File: src/rtl/uart_pkg.sv
// Shared UART transmitter types, constants and parameter helpers.
package uart_pkg;

  typedef enum logic [2:0] {
    UART_ST_IDLE,
    UART_ST_LOAD,
    UART_ST_START,
    UART_ST_DATA,
    UART_ST_PARITY,
    UART_ST_STOP
  } uart_tx_state_t;

  localparam logic        UART_IDLE_LVL  = 1'b1;
  localparam int unsigned UART_DATA_BITS = 8;

  // Clock cycles per UART bit.
  function automatic int unsigned bps_cnt(input int unsigned clk, input int unsigned bps);
    return clk / bps;
  endfunction

  // Bytes needed to carry a w-bit flit.
  function automatic int unsigned nbytes(input int unsigned w);
    return (w + UART_DATA_BITS - 1) / UART_DATA_BITS;
  endfunction

endpackage

File: src/rtl/uart_flit_fifo.sv
// Single-clock flit FIFO; head entry is visible on pop_data while not empty.
module uart_flit_fifo #(
  parameter int unsigned WIDTH = 66,
  parameter int unsigned DEPTH = 16
) (
  input  logic                         sys_clk,
  input  logic                         sys_rst_n,
  input  logic                         push,
  input  logic [WIDTH-1:0]             push_data,
  input  logic                         pop,
  output logic [WIDTH-1:0]             pop_data,
  output logic [$clog2(DEPTH+1)-1:0]   count,
  output logic                         full,
  output logic                         empty
);

  localparam int unsigned PTR_W = (DEPTH > 1) ? $clog2(DEPTH) : 1;
  localparam int unsigned CNT_W = $clog2(DEPTH + 1);

  logic [WIDTH-1:0] mem [DEPTH];
  logic [PTR_W-1:0] wr_ptr;
  logic [PTR_W-1:0] rd_ptr;
  logic             do_push;
  logic             do_pop;

  assign do_push  = push && !full;
  assign do_pop   = pop && !empty;
  assign full     = (count == CNT_W'(DEPTH));
  assign empty    = (count == '0);
  assign pop_data = mem[rd_ptr];

  // Pointers wrap naturally (power-of-two depth); occupancy tracked by count.
  always_ff @(posedge sys_clk or negedge sys_rst_n) begin
    if (!sys_rst_n) begin
      wr_ptr <= '0;
      rd_ptr <= '0;
      count  <= '0;
    end else begin
      if (do_push) wr_ptr <= wr_ptr + PTR_W'(1);
      if (do_pop)  rd_ptr <= rd_ptr + PTR_W'(1);
      if (do_push && !do_pop)      count <= count + CNT_W'(1);
      else if (do_pop && !do_push) count <= count - CNT_W'(1);
    end
  end

  always_ff @(posedge sys_clk) begin
    if (do_push) mem[wr_ptr] <= push_data;
  end

endmodule

File: src/rtl/uart_flit_tx.sv
// Buffered flit-to-UART serialiser, LSB byte first, 8N1 frames.
// Optional even parity bit when UART_FLIT_TX_PARITY_EN is defined.
module uart_flit_tx
  import uart_pkg::*;
#(
  parameter int unsigned FLIT_W     = 66,
  parameter int unsigned CLK_FREQ   = 50000000,
  parameter int unsigned UART_BPS   = 9600,
  parameter int unsigned FIFO_DEPTH = 16
) (
  input  logic                               sys_clk,
  input  logic                               sys_rst_n,
  input  logic                               flit_valid,
  input  logic [FLIT_W-1:0]                  flit_data,
  output logic                               flit_ready,
  output logic [$clog2(FIFO_DEPTH+1)-1:0]    fifo_count,
  output logic                               fifo_empty,
  output logic                               tx_busy,
  output logic                               uart_txd
);

  localparam int unsigned NBYTES  = nbytes(FLIT_W);
  localparam int unsigned SH_W    = NBYTES * UART_DATA_BITS;
  localparam int unsigned BPS_CNT = bps_cnt(CLK_FREQ, UART_BPS);
  localparam int unsigned BAUD_W  = (BPS_CNT > 1) ? $clog2(BPS_CNT) : 1;
  localparam int unsigned BYTE_W  = (NBYTES > 1) ? $clog2(NBYTES) : 1;
  localparam int unsigned BIT_W   = $clog2(UART_DATA_BITS);

  uart_tx_state_t    state_q, state_d;
  logic [BAUD_W-1:0] baud_q, baud_d;
  logic [BIT_W-1:0]  bit_q, bit_d;
  logic [BYTE_W-1:0] byte_q, byte_d;
  logic [SH_W-1:0]   sh_q, sh_d;
  logic              txd_d;
  logic              pop;
  logic              fifo_full;
  logic [FLIT_W-1:0] head;
  logic              bit_end;
`ifdef UART_FLIT_TX_PARITY_EN
  logic              par_q, par_d;
`endif

  uart_flit_fifo #(
    .WIDTH (FLIT_W),
    .DEPTH (FIFO_DEPTH)
  ) u_fifo (
    .sys_clk   (sys_clk),
    .sys_rst_n (sys_rst_n),
    .push      (flit_valid),
    .push_data (flit_data),
    .pop       (pop),
    .pop_data  (head),
    .count     (fifo_count),
    .full      (fifo_full),
    .empty     (fifo_empty)
  );

  assign flit_ready = !fifo_full;
  assign bit_end    = (baud_q == BAUD_W'(BPS_CNT - 1));

  // Data bits leave from sh_q[0]; consecutive bytes are contiguous, so one right shift per bit.
  always_comb begin
    state_d = state_q;
    baud_d  = '0;
    bit_d   = bit_q;
    byte_d  = byte_q;
    sh_d    = sh_q;
    txd_d   = uart_txd;
    pop     = 1'b0;
`ifdef UART_FLIT_TX_PARITY_EN
    par_d   = par_q;
`endif
    if (state_q != UART_ST_IDLE && state_q != UART_ST_LOAD)
      baud_d = bit_end ? '0 : baud_q + BAUD_W'(1);
    case (state_q)
      UART_ST_IDLE: begin
        txd_d = UART_IDLE_LVL;
        if (!fifo_empty) begin
          pop     = 1'b1;
          sh_d    = SH_W'(head);
          state_d = UART_ST_LOAD;
        end
      end
      UART_ST_LOAD: begin
        byte_d  = '0;
        bit_d   = '0;
        txd_d   = ~UART_IDLE_LVL;
        state_d = UART_ST_START;
      end
      UART_ST_START: begin
        if (bit_end) begin
          bit_d   = '0;
          txd_d   = sh_q[0];
          state_d = UART_ST_DATA;
`ifdef UART_FLIT_TX_PARITY_EN
          par_d   = ^sh_q[UART_DATA_BITS-1:0];
`endif
        end
      end
      UART_ST_DATA: begin
        if (bit_end) begin
          sh_d = sh_q >> 1;
          if (bit_q == BIT_W'(UART_DATA_BITS - 1)) begin
`ifdef UART_FLIT_TX_PARITY_EN
            txd_d   = par_q;
            state_d = UART_ST_PARITY;
`else
            txd_d   = UART_IDLE_LVL;
            state_d = UART_ST_STOP;
`endif
          end else begin
            bit_d = bit_q + BIT_W'(1);
            txd_d = sh_q[1];
          end
        end
      end
`ifdef UART_FLIT_TX_PARITY_EN
      UART_ST_PARITY: begin
        if (bit_end) begin
          txd_d   = UART_IDLE_LVL;
          state_d = UART_ST_STOP;
        end
      end
`endif
      UART_ST_STOP: begin
        if (bit_end) begin
          if (byte_q != BYTE_W'(NBYTES - 1)) begin
            byte_d  = byte_q + BYTE_W'(1);
            txd_d   = ~UART_IDLE_LVL;
            state_d = UART_ST_START;
          end else if (!fifo_empty) begin
            pop     = 1'b1;
            sh_d    = SH_W'(head);
            txd_d   = UART_IDLE_LVL;
            state_d = UART_ST_LOAD;
          end else begin
            txd_d   = UART_IDLE_LVL;
            state_d = UART_ST_IDLE;
          end
        end
      end
      default: state_d = UART_ST_IDLE;
    endcase
  end

  always_ff @(posedge sys_clk or negedge sys_rst_n) begin
    if (!sys_rst_n) begin
      state_q  <= UART_ST_IDLE;
      baud_q   <= '0;
      bit_q    <= '0;
      byte_q   <= '0;
      sh_q     <= '0;
      uart_txd <= UART_IDLE_LVL;
      tx_busy  <= 1'b0;
    end else begin
      state_q  <= state_d;
      baud_q   <= baud_d;
      bit_q    <= bit_d;
      byte_q   <= byte_d;
      sh_q     <= sh_d;
      uart_txd <= txd_d;
      tx_busy  <= (state_d != UART_ST_IDLE);
    end
  end

`ifdef UART_FLIT_TX_PARITY_EN
  always_ff @(posedge sys_clk or negedge sys_rst_n) begin
    if (!sys_rst_n) par_q <= 1'b0;
    else            par_q <= par_d;
  end
`endif

endmodule
File: config.mk
export PLATFORM = sky130hd
export DESIGN_NAME = uart_flit_tx
export DESIGN_NICKNAME = d
export VERILOG_FILES = /design/src/rtl/uart_pkg.sv /design/src/rtl/uart_flit_fifo.sv /design/src/rtl/uart_flit_tx.sv
export SDC_FILE = /design/constraint.sdc
export NUM_CORES = 1
export LEC_CHECK = 0
export CAP_MARGIN = 20
export CELL_PAD_IN_SITES_DETAIL_PLACEMENT = 0
export CELL_PAD_IN_SITES_GLOBAL_PLACEMENT = 1
export CORE_ASPECT_RATIO = 1.5
export CORE_MARGIN = 2
export CORE_UTILIZATION = 48
export CTS_BUF_LIST = sky130_fd_sc_hd__clkbuf_16
export DETAILED_ROUTE_END_ITERATION = 6
export PLACE_DENSITY = 0.74
export SLEW_MARGIN = 20
export SYNTH_ARGS = -nofsm -noshare
export SYNTH_HDL_FRONTEND = slang
export SYNTH_HIERARCHICAL = 1
export SYNTH_SLANG_ARGS = --single-unit
File: constraint.sdc
create_clock -name sys_clk -period 15.9 [get_ports sys_clk]
set_input_delay 3.975 -clock sys_clk [delete_from_list [all_inputs] [get_ports sys_clk]]
set_output_delay 3.975 -clock sys_clk [all_outputs]
set_load 0.05 [all_outputs]
==> impl_metrics.tcl <==
set metrics [dict create \
    die_y_um 382 \
    r2r_slack_ns 10.66 \
    rr_startpoint "u_fifo/rd_ptr[2]" \
    cp-endpoint "fifo_empty" \
    cts_post_setup_buffers_inserted 0 \
    boundaryPins 78 \
    critPathLaunch "u_fifo/count[0]" \
    seq_area_frac_synth 0.751 \
    cts_buffer_depth 3 \
    drc 0 \
    fp.coreArea_sq_um 94400 \
    setup_viol 0 \
    ant_nets 0 \
    worst_pin_slew_ns 1.09 \
    netlist_area_sq_um 45700 \
    p_switching_uw 2520 \
    synthArstFlopShare 0.0897 \
    cts_resized 0 \
    ys_types 62 \
    synth_top_area_share 0.694 \
    p_leak_uw 0.0174 \
    synth_edf_count 1056 \
    drt_pass1_iterations 7 \
    grt_pass1_vias 23911 \
    place.gp.congestion 0.786 \
    cts_tree "built" \
    yosys_warnings 6 \
    slew_headroom 0.270 \
    antenna_cells 0 \
    min_path_type "reg2reg" \
    irDropWorstVdd_mv 0.147 \
    start_util 0.484 \
    skew_ns 0.0208 \
    cts_hold_buf 0 \
    status "finished clean" \
    finalSetupTns_ns 0 \
    vias_per_cell 5.98 \
    syn_avg_cell_area_sq_um 19.3 \
    layout_common_cells "edfxtp_1, mux2i_1, mux4_2, a221oi_1, clkbuf_16" \
    clk_latency_ns 0.70 \
    synth_largest_area_cell "edfxtp_1" \
    powerDensity_nw_per_um2 169 \
    wl_per_cell_um 26.9 \
    p_comb_frac 0.251 \
    reg2reg_to "sh_q[48]" \
    drive_gt1_frac 0.169 \
    totalPowerFinal_uw 8670 \
    fmax_mhz 141 \
    syn_inst 2367 \
    cts.sinks 1160 \
    stdcell_count 3801 \
    drt_iter0_drc 1871 \
    grt_max_degree 111 \
    root_buffer "clkbuf_16" \
    p_seq_frac 0.452 \
    path_max_fanout 8 \
    dp.cells 3608 \
    path_class "reg2out" \
    grt_pass1_wl_um 153000 \
    rsz0062_at_grt "false" \
    reg2regPathDepth 9 \
    ys_ff_latch 1160 \
    min_period_over_period 0.445 \
    cts_buffers 103 \
    antenna_found_initial 5 \
    syn_nets 2451 \
    track_usage 0.211 \
    die_area_sq_um 97800 \
    vias 22721 \
    row_count 138 \
    cap_violations 0 \
    overflow 0 \
    cp-end-kind "primary output" \
    fp.dieW_um 256 \
    areaGrowthSynthToFinish_pct 12.3 \
    drt-total-wl_um 102000 \
    synth_area_leaders "edfxtp_1, mux4_2, mux2i_1" \
    final_max_slew_viol_count 0 \
    cts.clk_slew.worst_paths_ns 0.06 \
    p_sw_frac 0.291 \
    dpl.hpwl_um 56000 \
    final_common_cell "edfxtp_1" \
    synth-main-ff-cell "edfxtp_1" \
    cts_htree_levels 3 \
    clockPowerShare 0.297 \
    io_buffers 77 \
    hold_viol 0 \
    p_int_uw 6140 \
    fin_nets 2537 \
    fin_crit_ns 7.08 \
    start_kind "flop" \
    critical_path_required_ns 11.93 \
    arrival_ns 3.10 \
]
per-layer routing:
layer	vias up	wire, um	GRT usage
li1	9891	-	-
met1	11975	39500	0.257
met2	677	54100	0.379
met3	170	5190	0.0323
met4	8	3300	0.0770
met5	-	48	0
final cells by class:
class / instances / area, sq um
clock buffer: 105 / 2630
clock inverter: 88 / 901
fill: 7162 / 43100
inverter: 15 / 57.6
multi-input combinational: 1056 / 10800
sequential: 1160 / 34300
tap: 1260 / 1580
timing repair buffer: 117 / 1090
how the worst min path moves through the flow:
| stage | slack, ns | start | depth (start not counted) | end |
|---|---|---|---|---|
| 2_1_floorplan | 0.45 | sh_q[21] | 1 | sh_q[21] |
| 3_3_place_gp | 0.46 | sh_q[25] | 1 | sh_q[25] |
| 3_5_place_dp | 0.47 | sh_q[22] | 1 | sh_q[22] |
| 4_1_cts | 0.48 | sh_q[22] | 1 | sh_q[22] |
| 5_1_grt | 0.50 | sh_q[18] | 1 | sh_q[18] |
| 6_report | 0.48 | sh_q[39] | 1 | sh_q[39] |
cell usage after synthesis (8+ instances only):
cell      count
buf_6         8
inv_1        14
buf_2        47
nor3_1       10
mux2i_1     265
a21oi_1       9
o21ai_0      83
a22oi_1      66
ha_1         14
buf_4        17
mux2_1       66
clkbuf_1     59
mux2_2       65
a221oi_1    131
nor2_1       30
edfxtp_1   1056
dfrtp_1     103
mux4_2      132
nand3_1       9
nand2_1      86
xnor2_1      15
stage by stage:
step / area (sq um) / util / hold WS [ns] / setup slack (ns)
floorplan: 45700 / - / 0.450 / 6.37
global placement: 47800 / 0.506 / 0.461 / 8.42
detailed placement: 47800 / 0.506 / 0.468 / 8.40
CTS: 51300 / 0.544 / 0.483 / 8.78
global route: 51300 / 0.544 / 0.503 / 8.66
finish: 51300 / 0.544 / 0.483 / 8.82
sequential cells by signal, summed over array words and instances, names as in the netlist:
signal         flops
uart_txd           1
u_fifo/mem      1056
u_fifo/count       5
state_q            3
bit_q              3
tx_busy            1
sh_q              66
baud_q            13
byte_q             4
u_fifo/rd_ptr      4
u_fifo/wr_ptr      4
worst max-delay path, cell delays in order, from the launching register on:
cell and delay (ns):
dfrtp_1 0.46, or4_1 0.59, nor2_1 0.45, clkdlybuf4s50_1 0.91
kinds of logic (layout without fill, tap and decap cells):
logic type | count (synthesis) | count (layout) | share of synthesized area
AOI/OAI and AO/OA | 316 | 316 | 0.0510
adders and majority gates | 15 | 15 | 0.00427
muxes | 528 | 528 | 0.155
xor gates and xnor gates | 20 | 20 | 0.00383
and+or+nand+nor | 177 | 177 | 0.0184
buffers and inverters | 151 | 325 | 0.0165
DFF | 1160 | 1160 | 0.751
power by group through the flow:
stage          clock, uW  combinational [uW]  sequential, uW
2_1_floorplan          0                1620            3920
3_3_place_gp           0                2150            3970
3_5_place_dp           0                2190            3990
4_1_cts             2630                2200            3930
5_1_grt             2740                2330            3960
6_report            2570                2170            3920
Power figures use the tool's default switching activity.
